$ cat config.mk
export PLATFORM = sky130hd
export DESIGN_NAME = vr_pass_ctrl
export DESIGN_NICKNAME = d
export VERILOG_FILES = /design/src/rtl/vr_pass_ctrl.sv
export SDC_FILE = /design/constraint.sdc
export NUM_CORES = 1
export LEC_CHECK = 0
export CORE_MARGIN = 1.5
export CORE_UTILIZATION = 48
export CTS_BUF_LIST = sky130_fd_sc_hd__clkbuf_16
export DETAILED_ROUTE_END_ITERATION = 16
export PLACE_DENSITY = 0.81
export SETUP_SLACK_MARGIN = 0.2
export SLEW_MARGIN = 20
export SYNTH_ARGS = -nofsm -noshare
export SYNTH_HDL_FRONTEND = slang
export SYNTH_SLANG_ARGS = --single-unit
$ cat constraint.sdc
create_clock -name clk -period 3.3 [get_ports clk]
set_clock_uncertainty 0.15 [all_clocks]
set_input_delay 0.33 -clock clk [delete_from_list [all_inputs] [get_ports clk]]
set_output_delay 0.33 -clock clk [all_outputs]
set_load 0.1 [all_outputs]
$ cat src/rtl/vr_pass_ctrl.sv
// vr_pass_ctrl -- pass sequencer for the sparse vector-reduction loop.
// Monitors the upstream coordinate stream and the write-scanner input stream
// and drives the shared read-scanner us_pos_in stream, one loopback pass at a
// time. A loopback read of pass k is only issued once pass k-1 has been fully
// written back. After the upstream DONE token the final read-out is issued
// with final_sel asserted.
// Build option: define VR_PASS_CTRL_PERF_EN to enable the stall_cnt counter;
// without it stall_cnt is tied to zero.

module vr_pass_ctrl #(
    parameter int SLOTS = 256,  // buffet fiber slots, power of 2, at most 65536
    parameter int CNT_W = 16    // pass / write counter width
) (
    input  logic             clk,
    input  logic             rst_n,
    input  logic             clk_en,
    input  logic             flush,
    input  logic             tile_en,
    input  logic [16:0]      up_data,
    input  logic             up_valid,
    input  logic             up_ready,
    input  logic [16:0]      wr_data,
    input  logic             wr_valid,
    input  logic             wr_ready,
    output logic [16:0]      pos_out,
    output logic             pos_out_valid,
    input  logic             pos_out_ready,
    output logic             final_sel,
    output logic [CNT_W-1:0] pass_cnt,
    output logic [31:0]      stall_cnt
);

    localparam logic [16:0] S0_TOK   = 17'h10000;
    localparam logic [16:0] DONE_TOK = 17'h10100;
    localparam logic [15:0] POS_MASK = 16'(SLOTS - 1);

    typedef enum logic [2:0] {
        ST_IDLE,
        ST_DECIDE,
        ST_POS,
        ST_STOP,
        ST_FIN_POS,
        ST_FIN_STOP,
        ST_FIN_DONE,
        ST_END
    } state_t;

    state_t           state;
    logic [CNT_W-1:0] wr_cnt;
    logic [CNT_W-1:0] p_next;
    logic [CNT_W-1:0] p_minus1;
    logic [16:0]      pos_next;
    logic             wr_s0;
    logic             write_done;

    // The upstream handshake is observed only; the sequencer never consumes it.
    logic unused_up_ready;
    assign unused_up_ready = up_ready;

    // A write-scanner S0 marks one pass fully written back.
    assign wr_s0 = wr_valid & wr_ready & (wr_data == S0_TOK);

    // Previous pass fully written: equality only, so counter wrap is harmless.
    assign write_done = (wr_cnt == pass_cnt);

    // Pass count after this edge (saturation bound for wr_cnt) and the
    // loopback read position of the pass about to be issued.
    always_comb begin
        // NOTE: every always_comb output is given a default first, so no path
        // leaves it unassigned and no latch is inferred.
        p_next = pass_cnt;
        if (state == ST_STOP && pos_out_ready) begin
            p_next = pass_cnt + CNT_W'(1);
        end
        p_minus1 = pass_cnt - CNT_W'(1);
        pos_next = {1'b0, 16'(p_minus1) & POS_MASK};
    end

    // Pass FSM with registered pos_out / valid / final_sel and the counters.
    always_ff @(posedge clk or negedge rst_n) begin
        // NOTE: sequential state uses non-blocking assignments so every
        // register samples pre-edge values regardless of statement order.
        if (!rst_n) begin
            state         <= ST_IDLE;
            pos_out       <= '0;
            pos_out_valid <= 1'b0;
            final_sel     <= 1'b0;
            pass_cnt      <= '0;
            wr_cnt        <= '0;
        end else if (flush) begin
            // Flush wins over everything, including a handshake in flight.
            state         <= ST_IDLE;
            pos_out       <= '0;
            pos_out_valid <= 1'b0;
            final_sel     <= 1'b0;
            pass_cnt      <= '0;
            wr_cnt        <= '0;
        end else if (clk_en) begin
            // Write-back counter never runs ahead of the passes issued.
            if (wr_s0 && (wr_cnt != p_next)) begin
                wr_cnt <= wr_cnt + CNT_W'(1);
            end

            case (state)
                ST_IDLE: begin
                    if (tile_en) begin
                        state <= ST_DECIDE;
                    end
                end

                ST_DECIDE: begin
                    if (up_valid && write_done) begin
                        pos_out_valid <= 1'b1;
                        if (up_data == DONE_TOK) begin
                            final_sel <= 1'b1;
                            if (pass_cnt == '0) begin
                                state   <= ST_FIN_DONE;
                                pos_out <= DONE_TOK;
                            end else begin
                                state   <= ST_FIN_POS;
                                pos_out <= pos_next;
                            end
                        end else if (pass_cnt == '0) begin
                            // Pass 0 reads an empty fiber: S0 only.
                            state   <= ST_STOP;
                            pos_out <= S0_TOK;
                        end else begin
                            state   <= ST_POS;
                            pos_out <= pos_next;
                        end
                    end
                end

                ST_POS: begin
                    if (pos_out_ready) begin
                        state   <= ST_STOP;
                        pos_out <= S0_TOK;
                    end
                end

                ST_STOP: begin
                    if (pos_out_ready) begin
                        state         <= ST_DECIDE;
                        pos_out_valid <= 1'b0;
                        pass_cnt      <= pass_cnt + CNT_W'(1);
                    end
                end

                ST_FIN_POS: begin
                    if (pos_out_ready) begin
                        state   <= ST_FIN_STOP;
                        pos_out <= S0_TOK;
                    end
                end

                ST_FIN_STOP: begin
                    if (pos_out_ready) begin
                        state   <= ST_FIN_DONE;
                        pos_out <= DONE_TOK;
                    end
                end

                ST_FIN_DONE: begin
                    if (pos_out_ready) begin
                        state         <= ST_END;
                        pos_out_valid <= 1'b0;
                    end
                end

                ST_END: begin
                    // Parked until flush; tile_en is not looked at here.
                end

                default: begin
                    state <= ST_IDLE;
                end
            endcase
        end
    end

`ifdef VR_PASS_CTRL_PERF_EN
    // Count DECIDE cycles blocked on write-back while upstream has a token.
    always_ff @(posedge clk or negedge rst_n) begin
        if (!rst_n) begin
            stall_cnt <= '0;
        end else if (flush) begin
            stall_cnt <= '0;
        end else if (clk_en && (state == ST_DECIDE) && up_valid && !write_done
                     && (stall_cnt != '1)) begin
            stall_cnt <= stall_cnt + 32'd1;
        end
    end
`else
    assign stall_cnt = '0;
`endif

endmodule

==> Word level (Yosys, flattened, before mapping) <==
Index checks and enable logic that the tools add are counted.
{ "classes": {"n_reduce_logical": 23, "muxes": 40, "add_sub_neg": 3, "n_eq_ne": 19, "bitwise": 2} }
{ "ops": {"columns": ["op", "count"], "rows": [
  ["$mux 17", 8],
  ["$mux 16", 8],
  ["$pmux 17 s3", 1],
  ["$eq 17x17->1 const B", 2],
  ["$add 16x1->16 const B", 2],
  ["$mux 3", 10],
  ["$ne 3x3->1 const B", 7],
  ["$pmux 3 s7", 1],
  ["$eq 16x16->1", 1],
  ["$logic_not 16->1", 1],
  ["$ne 16x16->1", 1],
  ["$reduce_bool 2->1", 7],
  ["$mux 1", 10],
  ["$eq 3x3->1 const B", 3],
  ["$reduce_and 9->1", 1],
  ["$reduce_and 4->1", 2],
  ["$reduce_bool 8->1", 1],
  ["$sub 8x1->8 const B", 1],
  ["$eq 3x2->1 const B", 2],
  ["$ne 3x1->1 const B", 2],
  ["$reduce_and 5->1", 1],
  ["$reduce_bool 4->1", 1],
  ["$reduce_or 2->1", 2],
  ["$eq 3x1->1 const B", 1],
  ["8 further kinds", 11]
]} }
{ "totals": {"in_bits": 44, "out_inout_bits": 67, "word_cells": 93, "register_bits": 54} }

==> Longest topological paths before layout <==
{ "depth": {"depth_word": 8, "mapped_depth": 11, "mapped_depth_nobuf": 10} }

==> Worst setup path before layout <==
Ideal clock, no wire load.
{ "synth_path": {"path_type": "register to register", "from": "register pass_cnt[1]", "to": "register wr_cnt[9]", "setup_slack_ns": -0.159, "path_stages_with_launch": 11, "setup_time_ns": 0.125, "n_path_buf": 1, "period_less_slack_ns": 3.459, "required_time_ns": 3.025, "arrival_ns": 3.185, "path_cell_list": "dfrtp_1 > ha_1 > nand3_2 > nor4_4 > nand3_1 > xnor2_1 > nor4_1 > a41oi_2 > buf_6 > nand4_1 > mux2_2"} }
{ "synth_between": {"elab_chain_cells": 6} }
{ "synth_rtl": {"columns": ["element", "line", "rtl"], "rows": [
  ["start, declared", "29", "output logic [CNT_W-1:0] pass_cnt,"],
  ["start signal, assigned", "145", "pass_cnt <= pass_cnt + CNT_W'(1);"],
  ["$add 16x1->16", "73", "p_next = pass_cnt + CNT_W'(1);"],
  ["$mux 16 *", "72", "if (state == ST_STOP && pos_out_ready) begin"],
  ["$ne 16x16->1 *", "100", "if (wr_s0 && (wr_cnt != p_next)) begin"],
  ["$logic_and 1x1->1 *", "100", null],
  ["$reduce_bool 2->1 (no source line) *", null, null],
  ["$reduce_and 2->1 (no source line) *", null, null],
  ["end signal, assigned", "101", "wr_cnt <= wr_cnt + CNT_W'(1);"],
  ["end, declared", "49", "logic [CNT_W-1:0] wr_cnt;"]
]} }
Mark *: on every way between the ends. The rest lies on a longest branch, timed or not.
A chain may end at the register's enable or synchronous reset.

==> Worst setup path in the final report <==
{ "layout_path": {"from": "register state[1]", "to": "register wr_cnt[10]"} }
{ "layout_between": {"elab_chain_cells": 7} }
{ "layout_rtl": {"columns": ["element", "line", "rtl"], "rows": [
  ["start, declared", "48", "state_t state;"],
  ["start signal, assigned", "84", "state <= ST_IDLE;"],
  ["start signal, assigned", "92", "state <= ST_IDLE;"],
  ["start signal, assigned", "107", "state <= ST_DECIDE;"],
  ["$eq 3x2->1", "72", null],
  ["$logic_and 1x1->1", "72", null],
  ["$mux 16", "72", null],
  ["$ne 16x16->1", "100", null],
  ["$logic_and 1x1->1", "100", null],
  ["$reduce_bool 2->1 (no source line)", null, null],
  ["$reduce_and 2->1 (no source line)", null, null]
]} }
Every way passes these cells.

==> metrics <==
status=complete, no violations; Longest Clk Path Bufs=2; Final nets=a little over 500; highest clock rate=around 0.35 GHz; Avg Cell Area, Syn=~8.8 sq um; WHS Endpoint=pass_cnt[0]; Post-synth top cells=dfrtp_1, nor2_1, buf_4, nand2_1, xor2_1; FF-to-FF Start=state[1]; Final HPWL DP=between 6 and 7 mm; Die ar.=between 8000 and 9000 sq um; Antenna Nets Post-Route=0; GR Util All Layers=between 20% and 30%; post-synthesis cell count=slightly above 400; Chip Width=90.4 microns; register area share after synthesis=32.1%; number of global-route vias before repair=slightly below 3000; Met2 Wirelength=4.41 mm; Crit. End Element=flip-flop; drt first pass iters=5; initial DRC count=approximately 240; FF-to-FF path depth=9; Root Driver=clkbuf_16; PwrDens=between 400 and 500 nW/um^2; diodes inserted=0; reg-to-reg slack, setup=roughly 0.43 ns; relative slew slack=32.0%; Synth Cell Area=around 3700 sq um; synth top area cells=dfrtp_1, buf_4, xor2_1; CP Data Arrival Time=roughly 2.9 ns; CTS sink count=47; Final Hold Vio Count=0; H-Tree Depth=2; Placed Area=about 4100 sq um; asr flop ratio synth=100%; Die H=about 90 microns; Avg WL per Cell=15.0 microns; RD Place Congestion=0.884; drt drc=0; top layer reached by signal wires=met4; Leak=0.00195 uW; area leader, netlist=dfrtp_1; Setup Viol. Count Final=0; count leader, synth=dfrtp_1; global-route wire length before repair=between 10 and 15 mm; kind of critical path=flip-flop to flip-flop; Final Max Tran Viols=0; Max-Cap Viols=0; crit share post-route=between 80% and 90%; Worst Path Required=approximately 3.3 ns; Synth Warn #=0; Hold Path Class=input pin to flip-flop; Clk Latency, worst-skew pair=0.29 ns; Post-synth EDFFs=0; hold_sp=flush; Num CTS Buffers=5; Detailed Route WL=8.54 mm; largest net degree at the start of global routing=51; Area Overhead vs Synth=18.1%; VDD IR max=approximately 0.00022 V; worst-margin pin slew=1.02 ns; RSZ-0062 raised after global routing=false; CTS tree=yes; floorplan core area=approximately 7300 sq um; Final min period=between 2 and 3 ns; Row Count=31; Unique masters post-synth=between 60 and 70; dominant synthesized flop cell=dfrtp_1; Min-Delay Path Depth=2; DR vias/cell=approximately 5.6; CP startpoint=state[1]; share of the synthesized area in the top cell type=32.1%; Worst setup SP type=flip-flop; met3 WL=383 microns; final setup TNS=0 ns; Met1 Wirelength=roughly 3.6 mm; initial core utilization=between 40% and 50%; Final Instance Area=4330 sq um; CTS clk-pin slew, worst paths=around 0.060 ns; Yosys reg bits=47; via count=roughly 3200; port buffer count=70; I/O pin cnt=around 110; r2r endpoint=wr_cnt[10]; initial antenna violation count=0; GRT Residual Overflow=0; ratio of cells with drive above 1 in the final layout=14.0%; crit path max fanout=21; post-layout util=approximately three fifths
==> layout make-up <==
type / count / area [sq um]
clock buffer: 5 / 125
clock inverter: 3 / 37.5
fill: 625 / 3000
inverter: 9 / 33.8
multi-input combinational: 330 / 2090
sequential: 47 / 1190
tap: 99 / 124
timing repair buffer: 78 / 728
==> per-layer routing <==
| layer | vias up | track usage [%] |
|---|---|---|
| met5 | - | 0 |
| met2 | 139 | 36.2 |
| met3 | 22 | 2.10 |
| li1 | 1498 | - |
| met4 | 0 | 6.48 |
| met1 | 1520 | 27.1 |
==> sequential cells by signal (all words and copies together) (netlist names) <==
name and count:
pass_cnt 16, wr_cnt 16, pos_out 10, state 3, final_sel 1, pos_out_valid 1
==> critical path, cell delays in order (launching register included) <==
cell and delay (ns):
dfrtp_1 0.57, nand4b_4 0.24, nor4_4 0.37, nand3_1 0.15
xnor2_1 0.17, nor4_2 0.29, a41oi_2 0.19, buf_12 0.19
nand4_1 0.10, mux2_1 0.33
==> stage by stage <==
stage          hold WS [ns]  setup WS (ns)  instances  total power, uW
2_1_floorplan        -0.116          0.212        453             1250
3_3_place_gp          0.309          0.181        562             1350
3_5_place_dp          0.314          0.162        562             1360
4_1_cts               0.111          0.305        570             1920
5_1_grt               0.150          0.275        571             1990
6_report              0.146          0.428        571             1910
==> cells by family after synthesis <==
group | synth area share [%]
simple gates | 26.0
buf+inv | 15.1
compound gates | 12.2
flops | 32.1
xor+xnor | 9.80
mux | 3.31
fa+ha+maj | 1.37
other cells | 0.102
==> timing repair <==
item                                    CTS  global route
buffers inserted                          0             0
hold buffers                              0             1
resized for setup                         0             2
endpoints found under the setup margin    0             9
hold endpoints to repair                  0            47
==> cells in the final DEF, fill, tap and decap left out, types with 3 or more instances in the layout <==
cell type / synthesis / routed
a21oi_1: 12 / 12
a31o_2: 3 / 3
and3_1: 7 / 7
buf_4: 42 / 23
clkbuf_16: 0 / 5
clkdlybuf4s50_1: 0 / 52
conb_1: 1 / 39
dfrtp_1: 47 / 37
dfrtp_2: 0 / 9
ha_1: 4 / 3
inv_1: 9 / 11
mux2_1: 3 / 3
mux2_2: 6 / 6
nand2_1: 31 / 31
nand2b_1: 6 / 6
nand3_1: 5 / 5
nand4_1: 21 / 21
nor2_1: 46 / 46
nor2b_1: 9 / 9
nor3_1: 11 / 11
nor4_1: 9 / 8
nor4b_1: 5 / 5
o21ai_0: 12 / 12
o21ai_1: 3 / 3
o31ai_1: 11 / 11
or3_1: 7 / 7
xnor2_1: 18 / 18
xor2_1: 23 / 23
==> worst max-delay path by stage <==
stage                       endpoint  cells past startpoint
after global routing      wr_cnt[10]                      9
after floorplan            wr_cnt[9]                     10
final                     wr_cnt[10]                      9
after global placement    wr_cnt[12]                     10
after CTS                  wr_cnt[6]                     10
after detailed placement  wr_cnt[10]                     10
==> power breakdown <==
group          internal, uW  switching (uW)
Clock                   352             204
Combinational           160             541
Sequential              610            45.5
Total                  1120             791
No activity file was read; power rests on OpenSTA's default activity.
